### src/rtl/cpu_pkg.sv
// Shared types and constants for the LEGv8 pipeline: control bundle, register indices, datapath width.
// Latency: none (declarations only).
// Backpressure: none (declarations only).
package cpu_pkg;

   localparam int DATA_W  = 64;
   localparam int REG_W   = 5;
   localparam int ALUOP_W = 4;

   // XZR reads as zero and discards writes, so it can never carry a dependency
   localparam logic [REG_W-1:0] XZR_IDX = 5'd31;

   typedef struct packed {
      logic               regwrite;
      logic               memread;
      logic               memwrite;
      logic               memtoreg;
      logic               alusrc;
      logic               branch;
      logic [ALUOP_W-1:0] aluop;
   } ctrl_t;

   // A bubble has every control bit cleared: it writes nothing and touches no memory
   localparam ctrl_t CTRL_BUBBLE = '0;

endpackage

### src/rtl/load_use_detect.sv
// Combinational load-use hazard check: LDUR in EX whose destination is read by the ID instruction.
// Latency: 0 cycles (pure combinational).
// Backpressure: produces the stall request only; the caller applies it to PC, IF/ID and ID/EX.
module load_use_detect #(
   parameter int REG_W  = 5,
   parameter int ZR_IDX = 31
) (
   input  logic             id_valid,
   input  logic [REG_W-1:0] id_rs1,
   input  logic [REG_W-1:0] id_rs2,
   input  logic             id_use_rs1,
   input  logic             id_use_rs2,
   input  logic             ex_valid,
   input  logic             ex_memread,
   input  logic [REG_W-1:0] ex_rd,
   output logic             load_use_stall
);

   localparam logic [REG_W-1:0] ZR = REG_W'(ZR_IDX);

   logic hit_rs1;
   logic hit_rs2;

   // A source only counts if the instruction really reads it; a decoded but unused field may alias ex_rd
   assign hit_rs1 = id_use_rs1 && (id_rs1 == ex_rd);
   assign hit_rs2 = id_use_rs2 && (id_rs2 == ex_rd);

   assign load_use_stall = ex_valid && ex_memread && id_valid && (ex_rd != ZR) && (hit_rs1 || hit_rs2);

endmodule

### src/rtl/idex_hazard_reg.sv
// ID/EX pipeline register with load-use bubble insertion, global hold and branch flush (optional stall counter: IDEX_PERF_CNT_EN).
// Latency: 1 cycle from id_* to ex_*; hazard and pc_write/ifid_write are combinational.
// Backpressure: hold freezes all contents; a load-use hazard drops pc_write/ifid_write for one cycle and loads a bubble.
module idex_hazard_reg #(
   parameter int DATA_W  = 64,
   parameter int REG_W   = 5,
   parameter int ALUOP_W = 4,
   parameter int ZR_IDX  = 31
) (
   input  logic               clk,
   input  logic               rst_n,
   input  logic               hold,
   input  logic               flush,
   input  logic               id_valid,
   input  logic [REG_W-1:0]   id_rs1,
   input  logic [REG_W-1:0]   id_rs2,
   input  logic [REG_W-1:0]   id_rd,
   input  logic               id_use_rs1,
   input  logic               id_use_rs2,
   input  logic [DATA_W-1:0]  id_rd1,
   input  logic [DATA_W-1:0]  id_rd2,
   input  logic [DATA_W-1:0]  id_imm,
   input  logic [DATA_W-1:0]  id_pc,
   input  logic               id_regwrite,
   input  logic               id_memread,
   input  logic               id_memwrite,
   input  logic               id_memtoreg,
   input  logic               id_alusrc,
   input  logic               id_branch,
   input  logic [ALUOP_W-1:0] id_aluop,
   output logic               ex_valid,
   output logic [REG_W-1:0]   ex_rs1,
   output logic [REG_W-1:0]   ex_rs2,
   output logic [REG_W-1:0]   ex_rd,
   output logic [DATA_W-1:0]  ex_rd1,
   output logic [DATA_W-1:0]  ex_rd2,
   output logic [DATA_W-1:0]  ex_imm,
   output logic [DATA_W-1:0]  ex_pc,
   output logic               ex_regwrite,
   output logic               ex_memread,
   output logic               ex_memwrite,
   output logic               ex_memtoreg,
   output logic               ex_alusrc,
   output logic               ex_branch,
   output logic [ALUOP_W-1:0] ex_aluop,
`ifdef IDEX_PERF_CNT_EN
   input  logic               cnt_clr,
   output logic [31:0]        stall_cnt,
`endif
   output logic               pc_write,
   output logic               ifid_write,
   output logic               load_use_stall
);

   import cpu_pkg::*;

   localparam logic [REG_W-1:0] ZR = REG_W'(ZR_IDX);

   ctrl_t id_ctrl;
   ctrl_t ex_ctrl;
   logic  load_bubble;

   // An invalid ID slot must not carry live control into EX, whatever the decoder left on the wires
   assign id_ctrl = id_valid ? '{regwrite: id_regwrite, memread: id_memread, memwrite: id_memwrite,
                                 memtoreg: id_memtoreg, alusrc: id_alusrc, branch: id_branch,
                                 aluop: id_aluop}
                             : CTRL_BUBBLE;

   load_use_detect #(
      .REG_W  (REG_W),
      .ZR_IDX (ZR_IDX)
   ) u_detect (
      .id_valid       (id_valid),
      .id_rs1         (id_rs1),
      .id_rs2         (id_rs2),
      .id_use_rs1     (id_use_rs1),
      .id_use_rs2     (id_use_rs2),
      .ex_valid       (ex_valid),
      .ex_memread     (ex_ctrl.memread),
      .ex_rd          (ex_rd),
      .load_use_stall (load_use_stall)
   );

   // Front end freezes on a hazard or a global hold; a flush redirect is handled by the front end itself
   assign pc_write   = !(load_use_stall || hold);
   assign ifid_write = !(load_use_stall || hold);

   // Flush beats hold beats the hazard bubble
   assign load_bubble = flush || (!hold && load_use_stall);

   // ID/EX state: reset and bubbles park register indices on XZR so nothing downstream forwards from them
   always_ff @(posedge clk or negedge rst_n) begin
      if (!rst_n) begin
         ex_valid <= 1'b0;
         ex_ctrl  <= CTRL_BUBBLE;
         ex_rs1   <= ZR;
         ex_rs2   <= ZR;
         ex_rd    <= ZR;
         ex_rd1   <= '0;
         ex_rd2   <= '0;
         ex_imm   <= '0;
         ex_pc    <= '0;
      end else if (load_bubble) begin
         ex_valid <= 1'b0;
         ex_ctrl  <= CTRL_BUBBLE;
         ex_rs1   <= ZR;
         ex_rs2   <= ZR;
         ex_rd    <= ZR;
         ex_rd1   <= '0;
         ex_rd2   <= '0;
         ex_imm   <= '0;
         ex_pc    <= '0;
      end else if (!hold) begin
         ex_valid <= id_valid;
         ex_ctrl  <= id_ctrl;
         ex_rs1   <= id_rs1;
         ex_rs2   <= id_rs2;
         ex_rd    <= id_rd;
         ex_rd1   <= id_rd1;
         ex_rd2   <= id_rd2;
         ex_imm   <= id_imm;
         ex_pc    <= id_pc;
      end
   end

   assign ex_regwrite = ex_ctrl.regwrite;
   assign ex_memread  = ex_ctrl.memread;
   assign ex_memwrite = ex_ctrl.memwrite;
   assign ex_memtoreg = ex_ctrl.memtoreg;
   assign ex_alusrc   = ex_ctrl.alusrc;
   assign ex_branch   = ex_ctrl.branch;
   assign ex_aluop    = ex_ctrl.aluop;

`ifdef IDEX_PERF_CNT_EN
   // Count only bubbles the hazard actually inserted; held or flushed cycles are not load-use losses
   always_ff @(posedge clk or negedge rst_n) begin
      if (!rst_n) begin
         stall_cnt <= '0;
      end else if (cnt_clr) begin
         stall_cnt <= '0;
      end else if (load_use_stall && !hold && !flush && (stall_cnt != 32'hFFFF_FFFF)) begin
         stall_cnt <= stall_cnt + 32'd1;
      end
   end
`endif

endmodule

### config.mk
export PLATFORM = sky130hd
export DESIGN_NAME = idex_hazard_reg
export DESIGN_NICKNAME = d
export VERILOG_FILES = /design/src/rtl/cpu_pkg.sv /design/src/rtl/load_use_detect.sv /design/src/rtl/idex_hazard_reg.sv
export SDC_FILE = /design/constraint.sdc
export NUM_CORES = 1
export LEC_CHECK = 0
export BUFFER_PORTS_ARGS = -buffer_cell sky130_fd_sc_hd__buf_2
export CELL_PAD_IN_SITES_DETAIL_PLACEMENT = 0
export CELL_PAD_IN_SITES_GLOBAL_PLACEMENT = 1
export CORE_AREA = 10 10 217 219
export DETAILED_ROUTE_END_ITERATION = 10
export DIE_AREA = 0 0 227 229
export PLACE_DENSITY = 0.79
export SETUP_SLACK_MARGIN = 0.02
export SKIP_LAST_GASP = 1
export SLEW_MARGIN = 10
export SYNTH_ARGS = -nofsm -noshare
export SYNTH_HDL_FRONTEND = slang
export SYNTH_SLANG_ARGS = --single-unit
### constraint.sdc
create_clock -name clk -period 2.2 [get_ports clk]
set_clock_uncertainty 0.05 [all_clocks]
set_input_delay 0.22 -clock clk [delete_from_list [all_inputs] [get_ports clk]]
set_output_delay 0.22 -clock clk [all_outputs]
set_load 0.03 [all_outputs]
==> metrics.md, run 1 <==
| Metric | Value |
|---|---|
| Post-synth EDFFs | `0` |
| Via Count | `13739` |
| Crit-path max FO | `4` |
| Synthesized area per cell | `10.2 µm²` |
| Share of layout cells above drive strength 1 | `0.338` |
| Cell taking the most area after synthesis | `dfrtp_1` |
| Worst Hold Class | `in -> reg` |
| Die area | `0.0520 mm²` |
| Gr busiest metal | `met2` |
| Failing checks | `setup timing` |
| # setup viols final | `3` |
| Final hold viol count | `0` |
| WL per Instance | `20.9 µm` |
| Worst EP arrival | `1.99 ns` |
| M2 GR Usage | `0.347` |
| Vias in the first global route | `14205` |
| Pleak | `10.5 nW` |
| Worst Setup Start Kind | `register` |
| CTS H-tree lvls | `2` |
| Overall Global Routing Usage | `0.204` |
| Global-route track usage on met3 | `0.0533` |
| Die Span X | `227 µm` |
| Most common cell in the netlist | `dfrtp_1` |
| Final period util | `1.03` |
| # Max-Cap Violations | `0` |
| Setup crit end kind | `primary output` |
| GR Overflow Total | `0` |
| Detailed-route DRC error count | `0` |
| Global-route wire length before repair | `84.5 mm` |
| Final RePlAce weighted congestion | `0.837` |
| Area share of the largest cell type after synthesis | `0.507` |
| TritonRoute pass-1 iters | `5` |
| CTS max path bufs | `3` |
| Row count | `76` |
| Async set-or-reset flop fraction in the synthesized netlist | `1.00` |
| Die Ht | `229 µm` |
| Synth Instances | `1287` |
| Worst hold slack | `0.0764 ns` |
| RSZ-0062 raised after global routing | `yes` |
| Syn Nets | `1575` |
| Initial core utilization | `0.309` |
| Synth area leaders | `dfrtp_1 (51%), a2bb2oi_1 (17%), nand2_1 (7.4%)` |
| Initial antenna violation count | `7` |
| Num CTS Buffers | `35` |
| Tmin final | `2.26 ns` |
| Grt met1 use | `0.239` |
| Post-DP HPWL | `38.3 mm` |
| Measured slew at the worst slew-check pin | `0.542 ns` |
| Worst-path clk slew | `0.05 ns` |
| Seq/Total Area, Yosys | `0.537` |
| Final wirelength | `56.1 mm` |
| Clock root buffer master | `clkbuf_16` |
| Ys flop type | `dfrtp_1` |
| #FFs+latches synth | `282` |
| Yosys warns | `0` |
| CTS tree | `done` |
| VDD IR-drop max | `0.000555 V` |
| Maximum clock rate | `0.442 GHz` |
| Syn-to-layout area delta | `56.8%` |
| Largest net degree at the start of global routing | `120` |
| Final ANT Viol Nets | `0` |
| Mapped cell area | `0.0132 mm²` |
| Fin nets | `2393` |
| PortBufs | `572` |
| Max_slew headroom | `0.639` |
| Ports | `573` |
| Yosys cell types | `32` |
| Critical Path RT | `1.93 ns` |
| Status | `finished with violations` |
| Post-layout util | `0.484` |
| Vias per Instance | `5.12` |
| Count of pins over their slew limit | `0` |
| Synth cell count leaders | `dfrtp_1 (267), nand2_1 (259), a2bb2oi_1 (256)` |
| Pwr Density | `754 mW/mm²` |
| Later-pin clock latency in the skew report | `0.54 ns` |
| # clock sinks | `282` |
| Core area | `0.0427 mm²` |
| Slack of the critical path | `-0.0629 ns` |
| Critical path type | `reg -> out` |
| First DRT Iteration DRCs | `1062` |
[critical path, stage by stage, from the launching register on]
cell and delay [ns]:
dfstp_2 0.58, nand4_1 0.16, o2111a_4 0.35, a21oi_4 0.20
buf_6 0.16
[per-layer routing]
layer	up-vias	part of all wire	wire length (µm)
met5	-	0	0
met4	0	0.034	1930
met3	102	0.075	4230
met2	603	0.51	28400
met1	6682	0.38	21500
li1	6352	-	-
[cell type report]
class	instances	area [µm²]
fillers	3874	22000
clock inverters	7	103
multi-input cells	876	5320
well taps	546	683
inverters	2	7.51
clock buffers	56	1070
flip-flops and latches	282	7080
diodes	7	17.5
repair buffers	908	6410
[sequential cells by signal (all words and copies together) (netlist names)]
register / count
ex_rs2: 5
ex_memtoreg: 1
ex_valid: 1
ex_rd1: 64
ex_aluop: 4
ex_rs1: 5
ex_rd: 5
ex_memwrite: 1
ex_branch: 1
ex_pc: 64
ex_rd2: 64
ex_imm: 64
ex_regwrite: 1
ex_alusrc: 1
ex_memread: 1
[power breakdown]
part / total (mW) / switching (mW) / internal, mW
sequential: 6.01 / 0.302 / 5.71
clock: 5.86 / 2.30 / 3.56
combinational: 3.72 / 2.34 / 1.38
[metrics by stage]
step / instances / cell area [µm²] / TNS, ns / total power, mW / worst slack [ns]
after floorplan: 1287 / 13200 / 0 / 7.99 / 0.0295
after global placement: 2331 / 16600 / 0 / 9.34 / 0.261
after detailed placement: 2331 / 16600 / 0 / 9.40 / 0.212
after CTS: 2675 / 20600 / -0.285 / 15.7 / -0.105
after global routing: 2684 / 20700 / -0.418 / 16.2 / -0.142
final: 2684 / 20700 / -0.174 / 15.6 / -0.0629
[final timing paths]
path | from | end | slack (ns) | depth (start not counted)
max reg2reg | ex_rd[0] | ex_imm[11] | 0.12 | 6
min in group asynchronous | rst_n | ex_imm[58] | 0.18 | 2
max | ex_rd[0] | ifid_write | -0.06 | 4
min reg2reg | ex_rd1[49] | ex_rd1[49] | 0.44 | 2
max in group asynchronous | rst_n | ex_rd1[15] | 1.13 | 3
min | id_alusrc | ex_alusrc | 0.08 | 3
[repair_timing]
item / 4_1_cts / 5_1_grt
hold endpoints to repair: 320 / 0
gates resized for setup: 7 / 1
endpoints found under the setup margin: 3 / 7
setup buffers: 9 / 1
pin swaps: 6 / 2
cloned: 0 / 1
hold buffers: 272 / 0
[cell usage in the layout (no fill, tap or decap), drive strengths merged]
cell type    Yosys  routed
o2bb2ai         10      10
nand4            3       3
nor3            10      10
dlygate4sd3      0     272
diode            0       7
xnor2           10      10
nor2             8       8
o2111ai          1       1
a21oi           16      16
a21o            14      14
dfrtp          267     267
clkbuf          36      57
bufinv           0       2
buf             91     635
o31ai            1       1
o22a             1       1
a2bb2oi        256     256
a22o            10      10
nand2          259     259
dfstp           15      15
o2111a           1       1
clkinv           0       3
nor3b           14      14
or2              1       1
clkinvlp         0       1
inv              2       3
a22oi            1       1
nand2b           1       1
a32o             1       1
o22ai            1       1
nor2b            1       1
o21ai          256     256
[logic make-up after synthesis]
family	share of synthesized area
AO/OA/AOI/OAI	0.303
AND/OR/NAND/NOR	0.0906
flip-flops	0.537
buffers and inverters	0.0633
XOR/XNOR	0.00664
Note: power is estimated with default switching activity, not from simulation.
==> run 2: changes to the inputs <==
--- a/config.mk
+++ b/config.mk
@@ -11,7 +11,9 @@
 export CORE_AREA = 10 10 217 219
 export DETAILED_ROUTE_END_ITERATION = 10
 export DIE_AREA = 0 0 227 229
+export HOLD_SLACK_MARGIN = 0.12
 export PLACE_DENSITY = 0.79
+export REMOVE_ABC_BUFFERS = 1
 export SETUP_SLACK_MARGIN = 0.02
 export SKIP_LAST_GASP = 1
 export SLEW_MARGIN = 10
==> constraint.sdc (replaced) <==
create_clock -name clk -period 2.43 [get_ports clk]
set_clock_uncertainty 0.05 [all_clocks]
set_input_delay 0.243 -clock clk [delete_from_list [all_inputs] [get_ports clk]]
set_output_delay 0.243 -clock clk [all_outputs]
set_load 0.03 [all_outputs]
==> run 2 against run 1 <==
  * The run now ends clean
  * Critical path depth up 1
  * Sequential cell count is the same
  * Via count decreased by 1.1%
  * Cell area decreased by 0.50%
  * Global-route usage shrank 0.68 points
  * Register-to-register slack better by 0.15 ns
  * Clock power fell by 8.0%
  * Setup slack improved by 0.099 ns
  * Wire length shrank 3.7%
  * First-iteration DRC count down 10%
  * Largest cell class unchanged
==> metrics.md, run 2 (synthesis gave the netlist of run 1 again) <==
| Metric | Value |
|---|---|
| Crit path max-delay family | `flip-flops` |
| Final std cells w/o fill | `2673 (-0.41%)` |
| Overall Global Routing Usage | `0.197 (-0.00679)` |
| Clock root buffer master | `clkbuf_16` |
| # setup viols final | `0 (-3)` |
| Max_slew headroom | `0.540 (-0.0992)` |
| Worst Setup Start Kind | `register` |
| Worst Hold Class | `in -> async` |
| Initial antenna violation count | `6 (-1)` |
| Vias in the first global route | `14223 (+0.13%)` |
| Slowest-stage cell, CP | `dfstp_2` |
| Pleak | `10.4 nW (-0.57%)` |
| Final RePlAce weighted congestion | `0.871 (+4.1%)` |
| Largest net degree at the start of global routing | `128 (+6.7%)` |
| Critical Path RT | `2.14 ns (+0.21 ns)` |
| Commonest non-fill, non-tap cell in the layout | `buf_2` |
| # Max-Cap Violations | `0 (unchanged)` |
| CTS max path bufs | `3 (unchanged)` |
| Crit-path max FO | `5 (+1)` |
| Count of pins over their slew limit | `0 (unchanged)` |
| Cell area after layout | `0.0206 mm² (-0.50%)` |
| GR Overflow Total | `0 (unchanged)` |
| Worst r2r src | `ex_rd[3]` |
| TritonRoute pass-1 iters | `5 (unchanged)` |
| Dpl cells | `2323 (-0.34%)` |
| Dpl cell area | `0.0165 mm² (-0.73%)` |
| # clock sinks | `282 (unchanged)` |
| Via Count | `13586 (-1.1%)` |
| First DRT Iteration DRCs | `956 (-10%)` |
| Final period util | `0.985` |
| Vias per Instance | `5.08 (-0.71%)` |
| CTS H-tree lvls | `2 (unchanged)` |
| Later-pin clock latency in the skew report | `0.54 ns (about the same)` |
| Row count | `76 (unchanged)` |
| CTS tree | `done` |
| Final ANT Viol Nets | `0 (unchanged)` |
| Status | `finished, final reports clean` |
| Commonest cells after routing, fill and taps aside | `buf_2 (568), dlygate4sd3_1 (283), dfrtp_1 (267), nand2_1 (259), a2bb2oi_1 (256)` |
| R2R Path End | `ex_rd2[5]` |
| Critical path type | `reg -> out` |
| Share of layout cells above drive strength 1 | `0.331 (-0.00689)` |
| Detailed-route DRC error count | `0 (unchanged)` |
| Core area | `0.0427 mm² (unchanged)` |
| PortBufs | `572 (unchanged)` |
| Buf+Inv Stages, Crit Path | `1 (unchanged)` |
| Fillers | `3878 (+0.10%)` |
| Post-layout util | `0.482 (-0.00240)` |
| Fin nets | `2386 (-0.29%)` |
| Final wirelength | `54.0 mm (-3.7%)` |
| Tmin final | `2.39 ns` |
| Ports | `573 (unchanged)` |
| Crit path cell chain | `xnor2_1 > nand4_1 > o22a_1 > nor2_1 > buf_4` |
| Post-DP HPWL | `36.4 mm (-4.9%)` |
| Syn-to-layout area delta | `56.1%` |
| Die Ht | `229 µm (unchanged)` |
| Measured slew at the worst slew-check pin | `0.691 ns (+0.149 ns)` |
| Worst-path clk slew | `0.06 ns (about the same)` |
| Pwr Density | `688 mW/mm² (-8.8%)` |
| R2r setup slk | `0.27 ns (+0.15 ns)` |
| Initial core utilization | `0.309 (unchanged)` |
| Worst EP arrival | `2.10 ns (+0.11 ns)` |
| WL per Instance | `20.2 µm (-3.3%)` |
| Maximum clock rate | `0.418 GHz` |
| Setup crit end kind | `primary output` |
| Slowest stage delay, CP | `0.58 ns (about the same)` |
| Num CTS Buffers | `34 (-2.9%)` |
| Final hold viol count | `0 (unchanged)` |
| Worst r2r path cells | `6 (unchanged)` |
| Global-route wire length before repair | `82.6 mm (-2.2%)` |
| VDD IR-drop max | `0.000491 V (-12%)` |
| Die Span X | `227 µm (unchanged)` |
| Die area | `0.0520 mm² (unchanged)` |
run 2: worst max path at each step:
stage	from	to	slack (ns)	depth (start not counted)
after floorplan	flush	ex_valid	-7.57	3
after global placement	ex_rd[1]	ifid_write	0.42	4
after detailed placement	ex_rd[1]	ex_rd2[59]	0.38	6
after CTS	ex_rd[3]	ifid_write	0.03	4
after global routing	ex_rd[3]	load_use_stall	-0.01	5
final	ex_rd[3]	load_use_stall	0.04	5
run 2: power breakdown:
part / switching, mW / total [mW] / leakage (nW) / internal, mW
clock network: 2.08 / 5.39 / 0.571 / 3.31
registers: 0.280 / 5.45 / 3.56 / 5.17
logic: 2.08 / 3.31 / 6.26 / 1.23
total: 4.44 / 14.1 / 10.4 / 9.70
run 2: cell type report:
| type | instances | area (µm²) | share of cell area |
|---|---|---|---|
| timing repair buffer | 902 | 6300 | 0.306 |
| clock buffer | 51 | 1050 | 0.0510 |
| inverter | 2 | 7.51 | 0.000365 |
| antenna | 6 | 15.0 | 0.000730 |
| clock inverter | 8 | 126 | 0.00614 |
| tap | 546 | 683 | 0.0332 |
| multi-input combinational | 876 | 5320 | 0.258 |
| sequential | 282 | 7080 | 0.344 |
run 2: through the flow:
step	hold WS, ns	TNS (ns)	power [mW]	setup slack [ns]
after floorplan	-0.103	-1915.81	7.25	-7.57
after global placement	0.165	0	8.41	0.419
after detailed placement	0.161	0	8.46	0.385
after CTS	0.178	0	14.3	0.0258
after global routing	0.221	-0.0108	14.7	-0.0108
final	0.193	0	14.1	0.0364
run 2: timing repair:
| item | in CTS | in global routing |
|---|---|---|
| endpoints found under the hold margin | 552 | 0 |
| hold buffers | 283 | 0 |
| cloned | 0 | 0 |
| pin swaps | 0 | 4 |
| buffers inserted | 0 | 2 |
| gates resized for setup | 4 | 2 |
| endpoints found under the setup margin | 2 | 3 |
run 2: metal layers:
metal | vias to the layer above | share of wire | GRT usage
met5 | - | 0 | 0
met4 | 0 | 0.044 | 0.0927
li1 | 6312 | - | -
met3 | 131 | 0.092 | 0.0670
met1 | 6523 | 0.39 | 0.231
met2 | 620 | 0.48 | 0.319
==> run 3: changes to the inputs <==
--- a/config.mk
+++ b/config.mk
@@ -8,9 +8,9 @@
 export BUFFER_PORTS_ARGS = -buffer_cell sky130_fd_sc_hd__buf_2
 export CELL_PAD_IN_SITES_DETAIL_PLACEMENT = 0
 export CELL_PAD_IN_SITES_GLOBAL_PLACEMENT = 1
-export CORE_AREA = 10 10 217 219
+export CORE_AREA = 10 10 216 218
 export DETAILED_ROUTE_END_ITERATION = 10
-export DIE_AREA = 0 0 227 229
+export DIE_AREA = 0 0 226 228
 export HOLD_SLACK_MARGIN = 0.12
 export PLACE_DENSITY = 0.79
 export REMOVE_ABC_BUFFERS = 1
@@ -19,4 +19,5 @@
 export SLEW_MARGIN = 10
 export SYNTH_ARGS = -nofsm -noshare
 export SYNTH_HDL_FRONTEND = slang
+export SYNTH_HIERARCHICAL = 1
 export SYNTH_SLANG_ARGS = --single-unit
==> run 3 against run 2 <==
  * The run now ends with setup timing left
  * Register-to-register slack lost 0.28 ns
  * First-iteration DRC count fell by 7.3%
  * Sequential power decreased by 6.6%
  * Final cell count about the same
  * Utilization is 0.23 points higher
  * Clock power about the same
  * Non-clock buffer count is 12 higher
  * Via count down 5.0%
  * Global-route usage shrank 0.12 points
==> metrics.md, run 3 <==
| Metric | Value |
|---|---|
| Status | `finished with violations` |
| Failing checks | `setup timing` |
| #FFs+latches synth | `282 (unchanged)` |
| Area share of the largest cell type after synthesis | `0.516 (+0.00905)` |
| Initial antenna violation count | `3 (-3)` |
| Clock root buffer master | `clkbuf_16` |
| CTS max path bufs | `3 (unchanged)` |
| Final period util | `1.04 (+0.0559)` |
| Fin nets | `2386 (unchanged)` |
| Die area | `0.0515 mm² (-0.88%)` |
| Synth area leaders | `dfrtp_1 (52%), or3b_1 (17%), a21oi_1 (10%)` |
| Global-route wire length before repair | `80.4 mm (-2.6%)` |
| Syn-to-layout area delta | `58.9%` |
| Vias in the first global route | `13697 (-3.7%)` |
| Core area | `0.0425 mm² (-0.45%)` |
| WL per Instance | `19.5 µm (-3.4%)` |
| Pleak | `10.1 nW (-2.7%)` |
| Slack of the critical path | `-0.0994 ns (-0.136 ns)` |
| Fillers | `3841 (-0.95%)` |
| Synth cell count leaders | `a21oi_1 (268), nand2_1 (268), dfrtp_1 (267)` |
| Via Count | `12900 (-5.0%)` |
| Dpl cell area | `0.0164 mm² (-0.89%)` |
| Final ANT Viol Nets | `0 (unchanged)` |
| Ys flop type | `dfrtp_1` |
| Die Span X | `226 µm (-0.44%)` |
| First DRT Iteration DRCs | `886 (-7.3%)` |
| Worst hold slack | `0.166 ns (-0.0272 ns)` |
| Later-pin clock latency in the skew report | `0.53 ns (about the same)` |
| Share of layout cells above drive strength 1 | `0.333 (+0.00110)` |
| PortBufs | `572 (unchanged)` |
| Crit path max-delay family | `flip-flops` |
| Count of pins over their slew limit | `0 (unchanged)` |
| Detailed-route DRC error count | `0 (unchanged)` |
| VDD IR-drop max | `0.000537 V (+9.4%)` |
| Commonest non-fill, non-tap cell in the layout | `buf_2` |
| Overall Global Routing Usage | `0.196 (-0.00116)` |
| Mapped cell area | `0.0130 mm² (-1.8%)` |
| Pwr Density | `621 mW/mm² (-9.7%)` |
| Critical Path RT | `2.14 ns (about the same)` |
| Initial core utilization | `0.305 (-0.00406)` |
| Final RePlAce weighted congestion | `0.858 (-1.5%)` |
| # Max-Cap Violations | `0 (unchanged)` |
| Slowest stage delay, CP | `0.56 ns (-0.02 ns)` |
| Setup crit end kind | `primary output` |
| CTS H-tree lvls | `2 (unchanged)` |
| Crit-path max FO | `3 (-2)` |
| Cell taking the most area after synthesis | `dfrtp_1` |
| Num CTS Buffers | `35 (+2.9%)` |
| Worst Hold Class | `in -> reg` |
| Maximum clock rate | `0.395 GHz (-5.4%)` |
| # setup viols final | `4 (+4)` |
| Measured slew at the worst slew-check pin | `0.782 ns (+0.0912 ns)` |
| Final wirelength | `52.1 mm (-3.5%)` |
| Yosys warns | `6 (+6)` |
| Post-DP HPWL | `34.4 mm (-5.6%)` |
| Fin Setup TNS | `-0.258 ns (-0.258 ns)` |
| Cell area after layout | `0.0206 mm² (about the same)` |
| Slowest-stage cell, CP | `dfstp_2` |
| FF/Latch Area | `0.00708 mm² (unchanged)` |
| RSZ-0062 raised after global routing | `yes` |
| Total power | `12.8 mW (-9.7%)` |
| Met2 WL | `26.2 mm (+1.6%)` |
| Largest net degree at the start of global routing | `124 (-3.1%)` |
| M1 WL | `19.7 mm (-5.3%)` |
| Crit path cell chain | `xor2_1 > nor4_1 > nand3_1 > a21oi_4 > buf_12 > nor2_4 > buf_6` |
| Commonest cells after routing, fill and taps aside | `buf_2 (566), dlygate4sd3_1 (283), nand2_1 (268), dfrtp_1 (267), a21oi_1 (266)` |
| Critical path type | `reg -> out` |
| Worst Setup Start Kind | `register` |
| Vias per Instance | `4.83 (-5.0%)` |
| Ports | `573 (unchanged)` |
| Post-synth EDFFs | `0 (unchanged)` |
| Buf+Inv Stages, Crit Path | `2 (+1)` |
| Worst EP arrival | `2.24 ns (+0.14 ns)` |
| Async set-or-reset flop fraction in the synthesized netlist | `1.00 (unchanged)` |
| # clock sinks | `282 (unchanged)` |
| GR Overflow Total | `0 (unchanged)` |
| Die Ht | `228 µm (-0.44%)` |
| Top Layer Used | `met4` |
| Synthesized area per cell | `10.2 µm² (-0.75%)` |
| Synth Instances | `1274 (-1.0%)` |
| Worst-path clk slew | `0.06 ns (about the same)` |
| Final hold viol count | `0 (unchanged)` |
| TritonRoute pass-1 iters | `5 (unchanged)` |
| Multi-input gate area | `0.00516 mm² (-3.1%)` |
| Max_slew headroom | `0.479 (-0.0608)` |
| Seq/Total Area, Yosys | `0.546 (+0.00959)` |
| Tmin final | `2.53 ns (+0.136 ns)` |
| Met3 routed WL | `4.40 mm (-11%)` |
| Row count | `76 (unchanged)` |
| CTS tree | `done` |
| Yosys cell types | `21 (-34%)` |
==> run 3: cell count changes in the layout (fill, tap and decap cells not counted), sizes merged, moves of 14 or more <==
cell | previous run | this run
a21o | 14 | 0
a21oi | 16 | 268
a2bb2oi | 256 | 0
nor2b | 1 | 15
nor3b | 14 | 0
o21ai | 256 | 0
o21bai | 0 | 15
or3b | 0 | 257
==> run 3: layout make-up <==
class / count / area share
Antenna cell: 3 / 0.000365
Clock buffer: 50 / 0.0493
Clock inverter: 12 / 0.00808
Multi-Input combinational cell: 865 / 0.250
Sequential cell: 282 / 0.344
Tap cell: 546 / 0.0332
Timing Repair Buffer: 914 / 0.315
==> run 3: what timing repair did <==
action / in CTS / in global routing
gates resized for setup: 9 / 7
hold buffers: 283 / 0
buffers inserted: 8 / 0
setup endpoints to repair: 3 / 232
endpoints found under the hold margin: 404 / 0
cloned: 2 / 0
pin swaps: 5 / 5
==> run 3: worst register-to-register path: stages (launching register included) <==
cell and delay (ns):
dfstp_2 0.56, xor2_1 0.07, nor4_1 0.27, nand3_1 0.17
a21oi_4 0.27, buf_12 0.15, buf_4 0.26, buf_12 0.25
or3b_1 0.19, a21oi_1 0.08
==> run 3: cell families after synthesis <==
group	count (synthesis)	synth area share
flops	282	0.546
buf+inv	127	0.0586
simple gates	571	0.276
xor+xnor	10	0.00676
compound gates	284	0.113
==> run 3: routing by layer <==
metal  global-route usage  up-vias
met3               0.0648      104
met1                0.220     6248
met5                    0        -
met2                0.338      484
met4               0.0741        0
li1                     -     6064
==> run 3: worst paths after layout <==
kind                       depth (start not counted)       from  slack (ns)    endpoint
min                                                3       hold        0.17    ex_pc[5]
min reg2reg                                        2  ex_pc[46]        0.47   ex_pc[46]
max in group asynchronous                          3      rst_n        1.25  ex_rd2[49]
min in group asynchronous                          2      rst_n        0.24  ex_rd2[60]
max                                                7   ex_rd[0]        -0.1    pc_write
max reg2reg                                        9   ex_rd[0]       -0.01  ex_rd2[18]
==> run 3: report_power, final <==
group,switching [mW],internal [mW]
clock network,2.07,3.33
logic,1.32,0.968
registers,0.143,4.95
total,3.53,9.25
==> run 3: stage by stage <==
stage,util,cells,setup slack (ns)
final,0.484,2672,-0.0994
after global placement,0.385,2314,0.221
after detailed placement,0.385,2314,0.235
after CTS,0.483,2669,-0.136
after global routing,0.484,2672,-0.218
after floorplan,-,1147,-8.87
